`src/rtl/q_pkg.sv`:
```
`default_nettype none
// ============================================================================
//  Module      : q_pkg
//  Description : Shared types for the 4-phase handshake FIFO. Holds the
//                input-side and output-side FSM state encodings plus small
//                elaboration-time helpers used to size pointers/counters.
//  Revision    : 1.0 - initial release
// ============================================================================
package q_pkg;

  // Upstream (receive) side: wait for a request, then hold the acknowledge
  // until the request returns to zero.
  typedef enum logic [0:0] {
    IN_IDLE = 1'b0,
    IN_ACK  = 1'b1
  } in_state_t;

  // Downstream (send) side: present a token, wait for its acknowledge,
  // then wait for the acknowledge to return to zero before the next one.
  typedef enum logic [1:0] {
    OUT_IDLE = 2'd0,
    OUT_REQ  = 2'd1,
    OUT_RTZ  = 2'd2
  } out_state_t;

  // Pointer width for a power-of-two slot count.
  function automatic int unsigned ptr_width(input int unsigned depth);
    return (depth < 2) ? 1 : $clog2(depth);
  endfunction

  // Counter width able to represent 0..depth inclusive.
  function automatic int unsigned cnt_width(input int unsigned depth);
    return $clog2(depth + 1);
  endfunction

endpackage : q_pkg
`default_nettype wire

```
`src/rtl/q_sync.sv`:
```
`default_nettype none
// ============================================================================
//  Module      : q_sync
//  Description : Single-bit synchronizer chain of STAGES flops. STAGES=0 is a
//                straight wire for inputs already in the clk domain.
//  Ports       : clk - clock
//                rst - synchronous active-low reset, clears the chain to 0
//                d   - asynchronous input bit
//                q   - synchronized output bit
//  Revision    : 1.0 - initial release
// ============================================================================
module q_sync #(
  parameter int STAGES = 2
) (
  input  logic clk,
  input  logic rst,
  input  logic d,
  output logic q
);

  generate
    if (STAGES == 0) begin : g_bypass
      assign q = d;
    end else begin : g_chain
      logic [STAGES-1:0] sync_q;
      logic [STAGES-1:0] sync_d;

      always_comb begin
        sync_d[0] = d;
        for (int i = 1; i < STAGES; i++) begin
          sync_d[i] = sync_q[i-1];
        end
      end

      always_ff @(posedge clk) begin
        if (!rst) begin
          sync_q <= '0;
        end else begin
          sync_q <= sync_d;
        end
      end

      assign q = sync_q[STAGES-1];
    end
  endgenerate

endmodule : q_sync
`default_nettype wire

```
`src/rtl/q_4phase_fifo.sv`:
```
`default_nettype none
// ============================================================================
//  Module      : q_4phase_fifo
//  Description : DEPTH-slot FIFO bridging a 4-phase (return-to-zero)
//                request/acknowledge upstream port to a 4-phase downstream
//                port. Handshake inputs are synchronized into clk, storage
//                is a flop array, d_out is registered and frozen while
//                r_out is high.
//  Parameters  : WIDTH - data bits per token
//                DEPTH - token slots (power of two, >= 2)
//                SYNC  - synchronizer flops on r_in / a_out (0, 2 or 3)
//  Ports       : clk   - clock, all state changes on rising edge
//                rst   - synchronous active-low reset
//                r_in  - upstream request        d_in  - upstream data
//                a_in  - upstream acknowledge
//                r_out - downstream request      d_out - downstream data
//                a_out - downstream acknowledge
//                f     - full (count == DEPTH)   e     - empty (count == 0)
//                count - stored token count
//  Revision    : 1.0 - initial release
// ============================================================================
module q_4phase_fifo
  import q_pkg::*;
#(
  parameter int WIDTH = 8,
  parameter int DEPTH = 4,
  parameter int SYNC  = 2
) (
  input  logic                       clk,
  input  logic                       rst,
  input  logic                       r_in,
  input  logic [WIDTH-1:0]           d_in,
  output logic                       a_in,
  output logic                       r_out,
  output logic [WIDTH-1:0]           d_out,
  input  logic                       a_out,
  output logic                       f,
  output logic                       e,
  output logic [$clog2(DEPTH+1)-1:0] count
);

  localparam int PW = ptr_width(DEPTH);
  localparam int CW = cnt_width(DEPTH);

  // --------------------------------------------------------------------------
  // Handshake input synchronization
  // --------------------------------------------------------------------------
  logic r_s;
  logic a_s;

  q_sync #(.STAGES(SYNC)) u_sync_r (
    .clk (clk),
    .rst (rst),
    .d   (r_in),
    .q   (r_s)
  );

  q_sync #(.STAGES(SYNC)) u_sync_a (
    .clk (clk),
    .rst (rst),
    .d   (a_out),
    .q   (a_s)
  );

  // After reset the synchronizer chain holds zeros that were never sampled
  // from r_in. 'warm' goes high once the chain has been refilled with real
  // samples, so a low r_s only counts as a genuine return-to-zero after that.
  logic warm;

  generate
    if (SYNC == 0) begin : g_warm_none
      assign warm = 1'b1;
    end else begin : g_warm_chain
      logic [SYNC-1:0] warm_q;
      logic [SYNC-1:0] warm_d;

      always_comb begin
        warm_d[0] = 1'b1;
        for (int i = 1; i < SYNC; i++) begin
          warm_d[i] = warm_q[i-1];
        end
      end

      always_ff @(posedge clk) begin
        if (!rst) begin
          warm_q <= '0;
        end else begin
          warm_q <= warm_d;
        end
      end

      assign warm = warm_q[SYNC-1];
    end
  endgenerate

  // --------------------------------------------------------------------------
  // State
  // --------------------------------------------------------------------------
  in_state_t        in_state_q,  in_state_d;
  out_state_t       out_state_q, out_state_d;
  logic             a_in_q,      a_in_d;
  logic             r_out_q,     r_out_d;
  logic [WIDTH-1:0] d_out_q,     d_out_d;
  logic [PW-1:0]    wr_ptr_q,    wr_ptr_d;
  logic [PW-1:0]    rd_ptr_q,    rd_ptr_d;
  logic [CW-1:0]    count_q,     count_d;
  // Set once r_in has been observed low since reset; a request left high
  // across reset is therefore not mistaken for a new token.
  logic             armed_q,     armed_d;
  logic [WIDTH-1:0] mem_q [DEPTH];
  logic [WIDTH-1:0] mem_d [DEPTH];

  logic wr_en;
  logic rd_en;

  assign f = (count_q == CW'(DEPTH));
  assign e = (count_q == '0);

  assign a_in  = a_in_q;
  assign r_out = r_out_q;
  assign d_out = d_out_q;
  assign count = count_q;

  // --------------------------------------------------------------------------
  // Input FSM: accepts one token per full 4-phase cycle on the upstream side.
  // --------------------------------------------------------------------------
  always_comb begin
    in_state_d = in_state_q;
    a_in_d     = a_in_q;
    wr_en      = 1'b0;
    armed_d    = armed_q | (warm & ~r_s);

    case (in_state_q)
      IN_IDLE: begin
        // While full the request simply waits; d_in is required to stay
        // stable, so nothing is lost.
        if (r_s && armed_q && !f) begin
          wr_en      = 1'b1;
          a_in_d     = 1'b1;
          in_state_d = IN_ACK;
        end
      end
      IN_ACK: begin
        if (!r_s) begin
          a_in_d     = 1'b0;
          in_state_d = IN_IDLE;
        end
      end
      default: begin
        a_in_d     = 1'b0;
        in_state_d = IN_IDLE;
      end
    endcase
  end

  // --------------------------------------------------------------------------
  // Output FSM: presents the head token and pops it on acknowledge.
  // --------------------------------------------------------------------------
  always_comb begin
    out_state_d = out_state_q;
    r_out_d     = r_out_q;
    d_out_d     = d_out_q;
    rd_en       = 1'b0;

    case (out_state_q)
      OUT_IDLE: begin
        // d_out is only loaded here, i.e. while r_out is low.
        if (!e) begin
          d_out_d     = mem_q[rd_ptr_q];
          r_out_d     = 1'b1;
          out_state_d = OUT_REQ;
        end
      end
      OUT_REQ: begin
        if (a_s) begin
          rd_en       = 1'b1;
          r_out_d     = 1'b0;
          out_state_d = OUT_RTZ;
        end
      end
      OUT_RTZ: begin
        if (!a_s) begin
          out_state_d = OUT_IDLE;
        end
      end
      default: begin
        r_out_d     = 1'b0;
        out_state_d = OUT_IDLE;
      end
    endcase
  end

  // --------------------------------------------------------------------------
  // Pointers, count and storage. Writes are blocked when full and pops only
  // occur when a token was presented, so count never leaves 0..DEPTH.
  // --------------------------------------------------------------------------
  always_comb begin
    wr_ptr_d = wr_ptr_q;
    rd_ptr_d = rd_ptr_q;
    if (wr_en) begin
      wr_ptr_d = wr_ptr_q + PW'(1);
    end
    if (rd_en) begin
      rd_ptr_d = rd_ptr_q + PW'(1);
    end
    count_d = count_q + CW'(wr_en) - CW'(rd_en);
  end

  always_comb begin
    for (int i = 0; i < DEPTH; i++) begin
      mem_d[i] = mem_q[i];
    end
    if (wr_en) begin
      mem_d[wr_ptr_q] = d_in;
    end
  end

  always_ff @(posedge clk) begin
    if (!rst) begin
      in_state_q  <= IN_IDLE;
      out_state_q <= OUT_IDLE;
      a_in_q      <= 1'b0;
      r_out_q     <= 1'b0;
      d_out_q     <= '0;
      wr_ptr_q    <= '0;
      rd_ptr_q    <= '0;
      count_q     <= '0;
      armed_q     <= 1'b0;
    end else begin
      in_state_q  <= in_state_d;
      out_state_q <= out_state_d;
      a_in_q      <= a_in_d;
      r_out_q     <= r_out_d;
      d_out_q     <= d_out_d;
      wr_ptr_q    <= wr_ptr_d;
      rd_ptr_q    <= rd_ptr_d;
      count_q     <= count_d;
      armed_q     <= armed_d;
    end
  end

  // Storage is not reset; stale slots are unreachable once pointers clear.
  always_ff @(posedge clk) begin
    for (int i = 0; i < DEPTH; i++) begin
      mem_q[i] <= mem_d[i];
    end
  end

endmodule : q_4phase_fifo
`default_nettype wire

```
`config.mk`:
```
export PLATFORM = sky130hd
export DESIGN_NAME = q_4phase_fifo
export DESIGN_NICKNAME = d
export VERILOG_FILES = /design/src/rtl/q_pkg.sv /design/src/rtl/q_sync.sv /design/src/rtl/q_4phase_fifo.sv
export SDC_FILE = /design/constraint.sdc
export NUM_CORES = 1
export LEC_CHECK = 0
export CORE_UTILIZATION = 56
export CTS_CLUSTER_DIAMETER = 200
export DETAILED_ROUTE_END_ITERATION = 16
export MAX_ROUTING_LAYER = met4
export PLACE_DENSITY = 0.83
export SYNTH_ARGS = -nofsm -noshare
export SYNTH_HDL_FRONTEND = slang
export SYNTH_SLANG_ARGS = --single-unit
```
`constraint.sdc`:
```
create_clock -name clk -period 7.3 [get_ports clk]
set_clock_uncertainty 0.15 [all_clocks]
set_input_delay 0.73 -clock clk [delete_from_list [all_inputs] [get_ports clk]]
set_output_delay 0.73 -clock clk [all_outputs]
set_load 0.05 [all_outputs]
```
# ---- After elaboration in Yosys (flattened, before gate mapping)
# Memory sizes are Yosys's and may differ from the RTL's. A register that Yosys moved wholly into a read port is not among the register bits.
# Cells that the tools add are included.
dict set report word_totals {
  ff_bits 19
  mem_bits_rw 32
  in_bits 12
  out_inout_bits 15
  elab_cells 66
  mem_count 1
}
# name words word_bits read_ports rd_ports_with_merged_regs wr line
set memory_table {}
lappend memory_table {mem_q 4 8 5 1 4 q_4phase_fifo.sv:110} ;# logic [WIDTH-1:0] mem_q [DEPTH];
dict set report op_classes {
  n_addsub 4
  magnitude_cmp 2
  n_eq_ne 8
  muxes 21
  bitwise_logic 7
  n_reduce_logical 11
}
# op n
set ops {}
lappend ops {{$bwmux 32} 1}
lappend ops {{$mux 32} 1}
lappend ops {{$demux 8 s2} 1}
lappend ops {{$mux 1} 10}
lappend ops {{$mux 8} 1}
lappend ops {{$ne 2x2->1 const B} 4}
lappend ops {{$mux 2} 3}
lappend ops {{$pmux 2 s3} 1}
lappend ops {{$reduce_and 3->1} 2}
lappend ops {{$add 2x1->2 const B} 2}
lappend ops {{$not 1->1} 4}
lappend ops {{$pmux 1 s2} 2}
lappend ops {{$reduce_and 2->1} 2}
lappend ops {{$add 3x1->3} 1}
lappend ops {{$eq 3x3->1 const B} 1}
lappend ops {{$ge 3x3->1 const B} 1}
lappend ops {{$logic_and 1x1->1} 3}
lappend ops {{$logic_not 3->1} 1}
lappend ops {{$lt 3x1->1 const B} 1}
lappend ops {{$not 2->3} 1}
lappend ops {{$pmux 1 s3} 1}
lappend ops {{$sub 3x1->3} 1}
lappend ops {{$eq 2x1->1 const B} 1}
lappend ops {{$eq 2x2->1 const B} 1}
lappend ops {{other kinds (5)} 6}

# ---- Longest topological paths before layout
# Gate-level depths: netlist of run 1.
dict set report logic_depth {
  word_depth 7
  ltp_mapped 10
}

# ---- Hierarchy
# Synthesis of run 1 repeated with hierarchy kept, for this count alone.
dict set report unflattened {
  hier_cells 145
  hier_area_um2 2240.9
}
# mod instances cells_per_inst area_per_inst_um2 seq_area_each_um2
set by_module_without_submodules {}
lappend by_module_without_submodules {q_4phase_fifo 1 137 2135.8 1421.4}
lappend by_module_without_submodules {q_sync 2 4 52.6 40.0}

# ---- Least setup slack after synthesis of run 1
# Ideal clock, no wire load.
dict set report synth_path {
  path_type {reg-to-reg}
  startpoint {reg count_q[2], in the netlist count[2]}
  endpoint {reg count_q[2], in the netlist count[2]}
  setup_ps 115
  t_arrival_ps 2417
  required_ps 7035
  slack_ps 4618
  stages_incl_launch_ff 11
  n_path_buf 1
  period_less_slack_ps 2682
  cell_sequence {dfxtp_1 -> or3b_1 -> buf_2 -> nand2_1 -> ha_1 -> inv_1 -> ha_1 -> fa_1 -> xnor2_1 -> xnor2_1 -> and2_1}
}
dict set report synth_via {
  elab_chain_cells 7
}
# item line
set synth_lines {}
lappend synth_lines {{from (decl)} q_4phase_fifo.sv:106} ;# logic [CW-1:0] count_q, count_d;
lappend synth_lines {{from (signal assigned)} q_4phase_fifo.sv:237} ;# count_q <= count_d;
lappend synth_lines {{$eq 3x3->1} q_4phase_fifo.sv:116} ;# assign f = (count_q == CW'(DEPTH));
lappend synth_lines {{$logic_not 1->1} q_4phase_fifo.sv:137} ;# if (r_s && armed_q && !f) begin
lappend synth_lines {{$logic_and 1x1->1} q_4phase_fifo.sv:137}
lappend synth_lines {{$mux 1} q_4phase_fifo.sv:137}
lappend synth_lines {{$mux 1} q_4phase_fifo.sv:133} ;# case (in_state_q)
lappend synth_lines {{$add 3x1->3 (*)} q_4phase_fifo.sv:206} ;# count_d = count_q + CW'(wr_en) - CW'(rd_en);
lappend synth_lines {{$sub 3x1->3 (*)} q_4phase_fifo.sv:206}
# Mark *: on every way between the ends. The rest lies on a longest branch, timed or not.
# A chain may end at the register's enable or synchronous reset.

# ---- Worst setup path after layout of run 1
dict set report layout_path {
  startpoint {reg count_q[2], in the netlist count[2]}
  endpoint {out f}
}
dict set report layout_via {
  elab_chain_cells 1
}
# item line
set layout_lines {}
lappend layout_lines {{$eq 3x3->1} q_4phase_fifo.sv:116}
lappend layout_lines {{to (decl)} q_4phase_fifo.sv:37} ;# output logic f,
# Every way passes these cells.

==> flow_metrics.env, run 1 <==
export IMPL_fmax_mhz=332
export IMPL_p_total_uw=651
export IMPL_grt_pass1_wl_mm=6.25
export IMPL_ios=27
export IMPL_dpl_instance_area_mm2=0.00255
export IMPL_synthTopCellsByArea="edfxtp_1, dfxtp_1, mux4_2, ha_1, o2bb2ai_1"
export IMPL_swShare_pct=22.6
export IMPL_setup_ws_ns=4.29
export IMPL_cp_top_family="buffers and inverters"
export IMPL_power_leakage_nw=0.948
export IMPL_wl_per_cell_um=16.0
export IMPL_path_buf_inv=2
export IMPL_antenna_cells=0
export IMPL_p_int_uw=504
export IMPL_chipHeight_um=65.6
export IMPL_hold_class="flip-flop to flip-flop"
export IMPL_drc=0
export IMPL_critPathArrivalTime_ns=2.13
export IMPL_overflow=0
export IMPL_finalHoldViolations=0
export IMPL_postLayoutCoreUtil_pct=72.0
export IMPL_cap_viol_max_count=0
export IMPL_r2r_start="count[2]$_SDFF_PN0_"
export IMPL_pre_cts_slack_ns=4.46
export IMPL_fin_area_mm2=0.00271
export IMPL_seq_area_mm2=0.00150
export IMPL_initialDrtViolationCount=63
export IMPL_yosys_area_top_type="edfxtp_1"
export IMPL_grt_usage_pct=21.3
export IMPL_rows=22
export IMPL_seqPwrFrac_pct=55.3
export IMPL_netlist_area_leader_share_pct=42.4
export IMPL_powerDensity_mw_per_mm2=240
export IMPL_cts_sinks=59
export IMPL_cts_resized=0
export IMPL_fp_dieArea_mm2=0.00430
export IMPL_firstDrtPassIters=4
export IMPL_ctsHtreeMaxLevel=3
export IMPL_cts_made_buffers=9
export IMPL_fp_dieW_um=65.6
export IMPL_required_ns=6.42
export IMPL_grt_max_degree=22
export IMPL_drv_slew=0
export IMPL_power_frac_clock_pct=38.2
export IMPL_start_util_pct=60.1
export IMPL_antenna_found_initial=0
export IMPL_finalCriticalPeriod_ns=3.01
export IMPL_rsz0062_at_grt="false"
export IMPL_wl_mm=3.77
export IMPL_comb_power_share_pct=6.5
export IMPL_yosysSeqAreaShare_pct=66.3
export IMPL_core_mm2=0.00377
export IMPL_switchingPower_uw=147
export IMPL_vias=1271
export IMPL_crit_fanout=8
export IMPL_ys_ff_latch=59
export IMPL_relSlewSlack_pct=58.2
export IMPL_gp_congestion=0.779
export IMPL_ir_drop_v=0.000150
export IMPL_clock_latency_ns=0.33
export IMPL_ys_warn_count=0
export IMPL_worst_slew_pin_slew_ns=0.626
export IMPL_drtAntennaViolNets=0
export IMPL_timing_final_crit_share_pct=41.3
export IMPL_avgSynthCellArea_um2=14.8
export IMPL_critPathLaunchType="flip-flop"
export IMPL_cts_root_buf="clkbuf_8"
export IMPL_path_class="flip-flop to output pin"
export IMPL_cts_tree="done"
export IMPL_tns_ns=0
export IMPL_outcome="complete, no violations"
export IMPL_holdBufCountCts=0
export IMPL_multiInputGateArea_um2=693
export IMPL_syn_to_final_growth_pct=19.8
export IMPL_viasPerCell=5.41
export IMPL_synth_cells=153
export IMPL_ys_types=31
export IMPL_finalNetCount=201
export IMPL_clk_pin_slew_ns=0.06
export IMPL_slowest_delay_ns=0.80
export IMPL_grt_pass1_vias=1319
export IMPL_slowest_stage="clkdlybuf4s50_1"
export IMPL_io_buffers=26
export IMPL_setup_viol_count_final=0
export IMPL_post_cts_buffers=0
export IMPL_drive_above_1_share_pct=13.4
export IMPL_crit_start="count[2]$_SDFF_PN0_"
export IMPL_synth_nets=172
export IMPL_cts_buffer_depth=2
export IMPL_netlist_area_mm2=0.00226
export IMPL_worstPathCellList="or3b_1 > clkinv_2 > clkdlybuf4s50_1"
export IMPL_n_fill_cell=248
export IMPL_hpwlAfterDp_mm=2.59
export IMPL_hp_start="u_sync_a.g_chain.sync_q[0]$_SDFF_PN0_"
export IMPL_cp_end_kind="output pin"
-- state kept, by name (all words and copies together), names as in the netlist --
register	count
armed_q	1
u_sync_r.g_chain.sync_q	2
out_state_q	2
wr_ptr_q	2
u_sync_a.g_chain.sync_q	2
mem_q	32
in_state_q	1
a_in	1
d_out	8
count	3
rd_ptr_q	2
r_out	1
g_warm_chain.warm_q	2
-- synthesized netlist by cell type (all sizes together) --
| master | n |
|---|---|
| a21oi | 5 |
| and2 | 9 |
| and3 | 5 |
| and3b | 2 |
| buf | 3 |
| clkbuf | 5 |
| clkinv | 1 |
| dfxtp | 27 |
| edfxtp | 32 |
| fa | 1 |
| ha | 6 |
| inv | 8 |
| mux4 | 8 |
| nand2 | 10 |
| nand3 | 2 |
| nand3b | 1 |
| nand4b | 1 |
| nor2 | 3 |
| nor3 | 2 |
| nor3b | 1 |
| nor4 | 1 |
| o21a | 2 |
| o21ai | 4 |
| o2bb2ai | 8 |
| or3b | 1 |
| xnor2 | 3 |
| xor2 | 2 |
-- area by class of cell --
| cell class | instances | share of cell area (%) |
|---|---|---|
| clock buffers | 13 | 5.49 |
| clock inverters | 3 | 0.553 |
| inverters | 9 | 1.29 |
| multi-input cells | 77 | 25.5 |
| flip-flops and latches | 59 | 55.3 |
| well taps | 48 | 2.21 |
| repair buffers | 26 | 9.59 |
-- cells by family (layout without fill, tap and decap cells) --
logic type	Yosys count	count (layout)	synth area share (%)
buf+inv	17	51	3.09
flops	59	59	66.3
mux	8	8	7.96
xor+xnor	5	5	1.93
simple gates	38	38	10.8
compound gates	19	19	5.75
fa+ha+maj	7	7	4.20
-- layout by cell type, fill, tap and decap left out, drive strengths merged --
cell type       n
and3b           2
fa              1
clkinv          4
o21ai           4
o21a            2
edfxtp         32
ha              6
nand3b          1
o2bb2ai         8
and2            9
nor3            2
nand2          10
inv             8
nor4            1
nand4b          1
xor2            2
and3            5
dfxtp          27
clkdlybuf4s50  26
or3b            1
nand3           2
mux4            8
xnor2           3
a21oi           5
nor2            3
clkbuf         13
nor3b           1
-- path summary, 6_finish.rpt --
path | to | slack [ns] | cells past startpoint
max | f | 4.29 | 3
max reg2reg | count[2]$_SDFF_PN0_ | 4.78 | 9
min | u_sync_a.g_chain.sync_q[1]$_SDFF_PN0_ | 0.28 | 1
min reg2reg | u_sync_a.g_chain.sync_q[1]$_SDFF_PN0_ | 0.28 | 1
-- through the flow --
step           hold WS [ns]  instances
4_1_cts               0.284        235
6_report              0.283        235
3_5_place_dp          0.269        219
3_3_place_gp          0.276        219
2_1_floorplan         0.262        153
5_1_grt               0.293        235
-- power by group through the flow --
| stage | combinational [mW] | sequential, mW | clock [mW] |
|---|---|---|---|
| 6_report | 0.0422 | 0.360 | 0.249 |
| 5_1_grt | 0.0450 | 0.361 | 0.266 |
| 3_3_place_gp | 0.0408 | 0.367 | 0 |
| 4_1_cts | 0.0424 | 0.360 | 0.252 |
| 2_1_floorplan | 0.0169 | 0.375 | 0 |
| 3_5_place_dp | 0.0422 | 0.367 | 0 |
-- routing by layer --
metal,track usage [%],part of all wire [%],vias to the layer above
met5,-,0,-
met4,10.9,1.7,0
met3,6.25,5.3,9
met2,32.1,47,47
met1,26.1,46,601
li1,-,-,614
(Power assumes the default switching activity.)
==> run 2: changes to the inputs <==
CORE_UTILIZATION = 49   (was 56)
PLACE_DENSITY = 0.77   (was 0.83)
clock period = 2.72 ns   (was 7.3 ns; I/O delays follow)
==> run 2 against run 1 <==
  * Routed wire length is 4.9% lower
  * Critical path depth stayed put
  * Cell count is 2.1% higher
  * Utilization is 9.8 points lower
  * Register-to-register slack worse by 4.5 ns
  * First-iteration DRC count is 16% lower
  * Die area is 14% higher
  * Sequential cell count stayed put
  * Worst setup slack worse by 4.1 ns
  * Final area is 0.41% higher
  * Sequential power grew to 2.7 times the previous value
==> flow_metrics.env, run 2 (same netlist as run 1, synthesis figures left out) <==
export IMPL_io_buffers=26
export IMPL_ios=27
export IMPL_initialDrtViolationCount=53
export IMPL_drc=0
export IMPL_wl_mm=3.58
export IMPL_antenna_cells=0
export IMPL_grt_usage_pct=17.0
export IMPL_gp_congestion=0.828
export IMPL_power_leakage_nw=0.951
export IMPL_cts_tree="done"
export IMPL_fp_dieW_um=70.0
export IMPL_place_inst=224
export IMPL_core_mm2=0.00438
export IMPL_cts_made_buffers=9
export IMPL_critPathArrivalTime_ns=2.13
export IMPL_ctsHtreeMaxLevel=3
export IMPL_outcome="complete, no violations"
export IMPL_swShare_pct=22.1
export IMPL_rows=24
export IMPL_post_cts_buffers=0
export IMPL_path_class="flip-flop to output pin"
export IMPL_cts_sinks=59
export IMPL_hold_class="flip-flop to flip-flop"
export IMPL_cts_root_buf="clkbuf_8"
export IMPL_multiInputGateArea_um2=693
export IMPL_worst_slew_pin_slew_ns=0.624
export IMPL_firstDrtPassIters=4
export IMPL_p_int_mw=1.35
export IMPL_clk_pin_slew_ns=0.06
export IMPL_tns_ns=0
export IMPL_final_common_cell="edfxtp_1"
export IMPL_seqPwrFrac_pct=55.7
export IMPL_cts_resized=0
export IMPL_critPathLaunchType="flip-flop"
export IMPL_ir_drop_v=0.000369
export IMPL_cap_viol_max_count=0
export IMPL_relSlewSlack_pct=58.3
export IMPL_powerDensity_mw_per_mm2=636
export IMPL_finalNetCount=202
export IMPL_crit_fanout=8
export IMPL_rsz0062_at_grt="false"
export IMPL_wl_per_cell_um=14.9
export IMPL_grt_max_degree=22
export IMPL_switchingPower_uw=383
export IMPL_clock_latency_ns=0.33
export IMPL_antenna_found_initial=0
export IMPL_grt_pass1_wl_mm=5.83
export IMPL_setup_viol_count_final=0
export IMPL_cp_end_kind="output pin"
export IMPL_vias=1282
export IMPL_comb_power_share_pct=6.6
export IMPL_mostFrequentLayoutCells="edfxtp_1, dfxtp_1, clkdlybuf4s50_1"
export IMPL_start_util_pct=51.7
export IMPL_required_ns=2.30
export IMPL_overflow=0
export IMPL_n_fill_cell=319
export IMPL_cts_buffer_depth=2
export IMPL_largest_reg_flops=32
export IMPL_regMostFlops="mem_q"
export IMPL_grt_pass1_vias=1240
export IMPL_stdcell_count=240
export IMPL_drtAntennaViolNets=0
export IMPL_timing_final_crit_share_pct=93.8
export IMPL_chipHeight_um=70.0
export IMPL_finalHoldViolations=0
export IMPL_fmax_mhz=392
export IMPL_hpwlAfterDp_mm=2.50
export IMPL_holdBufCountCts=0
export IMPL_syn_to_final_growth_pct=20.3
export IMPL_power_frac_clock_pct=37.7
export IMPL_finalCriticalPeriod_ns=2.55
export IMPL_fp_dieArea_mm2=0.00490
export IMPL_viasPerCell=5.34
export IMPL_drv_slew=0
export IMPL_drive_above_1_share_pct=13.3
export IMPL_postLayoutCoreUtil_pct=62.2
export IMPL_seq_area_mm2=0.00150
==> run 2: cell count changes in the layout (fill, tap and decap cells not counted), sizes merged <==
cell | before | now
buf | 0 | 1
==> run 2: final timing paths <==
| kind | from | end | slack, ns | cells past startpoint |
|---|---|---|---|---|
| max | count[2]$_SDFF_PN0_ | f | 0.17 | 3 |
| min | u_sync_r.g_chain.sync_q[0]$_SDFF_PN0_ | u_sync_r.g_chain.sync_q[1]$_SDFF_PN0_ | 0.29 | 1 |
| max reg2reg | count[2]$_SDFF_PN0_ | count[2]$_SDFF_PN0_ | 0.25 | 9 |
| min reg2reg | u_sync_r.g_chain.sync_q[0]$_SDFF_PN0_ | u_sync_r.g_chain.sync_q[1]$_SDFF_PN0_ | 0.29 | 1 |
==> run 2: power groups by stage <==
stage | Combinational, mW | Clock (mW) | Sequential (mW)
4_1_cts | 0.115 | 0.670 | 0.967
3_3_place_gp | 0.111 | 0 | 0.984
6_report | 0.114 | 0.653 | 0.967
3_5_place_dp | 0.115 | 0 | 0.986
5_1_grt | 0.122 | 0.705 | 0.968
2_1_floorplan | 0.0453 | 0 | 1.01
==> run 2: metrics by stage <==
| stage | power [mW] | hold slack (ns) | cell area (um2) | setup WS (ns) |
|---|---|---|---|---|
| 3_3_place_gp | 1.10 | 0.265 | 2560 | 0.346 |
| 2_1_floorplan | 1.05 | 0.150 | 2260 | 0.0383 |
| 4_1_cts | 1.75 | 0.295 | 2730 | 0.149 |
| 6_report | 1.73 | 0.290 | 2730 | 0.167 |
| 3_5_place_dp | 1.10 | 0.278 | 2560 | 0.245 |
| 5_1_grt | 1.80 | 0.313 | 2730 | 0.0913 |
==> run 2: critical path: stages (launching register included) <==
cell and delay (ns):
dfxtp_1 0.40, or3b_1 0.49, clkinv_2 0.11, clkdlybuf4s50_1 0.80
==> run 2: per-layer routing <==
metal | wire length [um] | vias up | part of all wire, % | GRT usage (%)
li1 | - | 615 | - | -
met2 | 1810 | 33 | 51 | 27.0
met1 | 1550 | 626 | 43 | 18.2
met5 | 0 | - | 0 | -
met4 | 97 | 0 | 2.7 | 11.6
met3 | 125 | 8 | 3.5 | 5.34
==> run 2: cell type report <==
class / count / area share [%]
repair buffers: 27 / 9.83
clock inverters: 3 / 0.505
multi-input cells: 77 / 25.4
clock buffers: 13 / 5.46
flip-flops and latches: 59 / 55.1
well taps: 52 / 2.39
inverters: 9 / 1.29
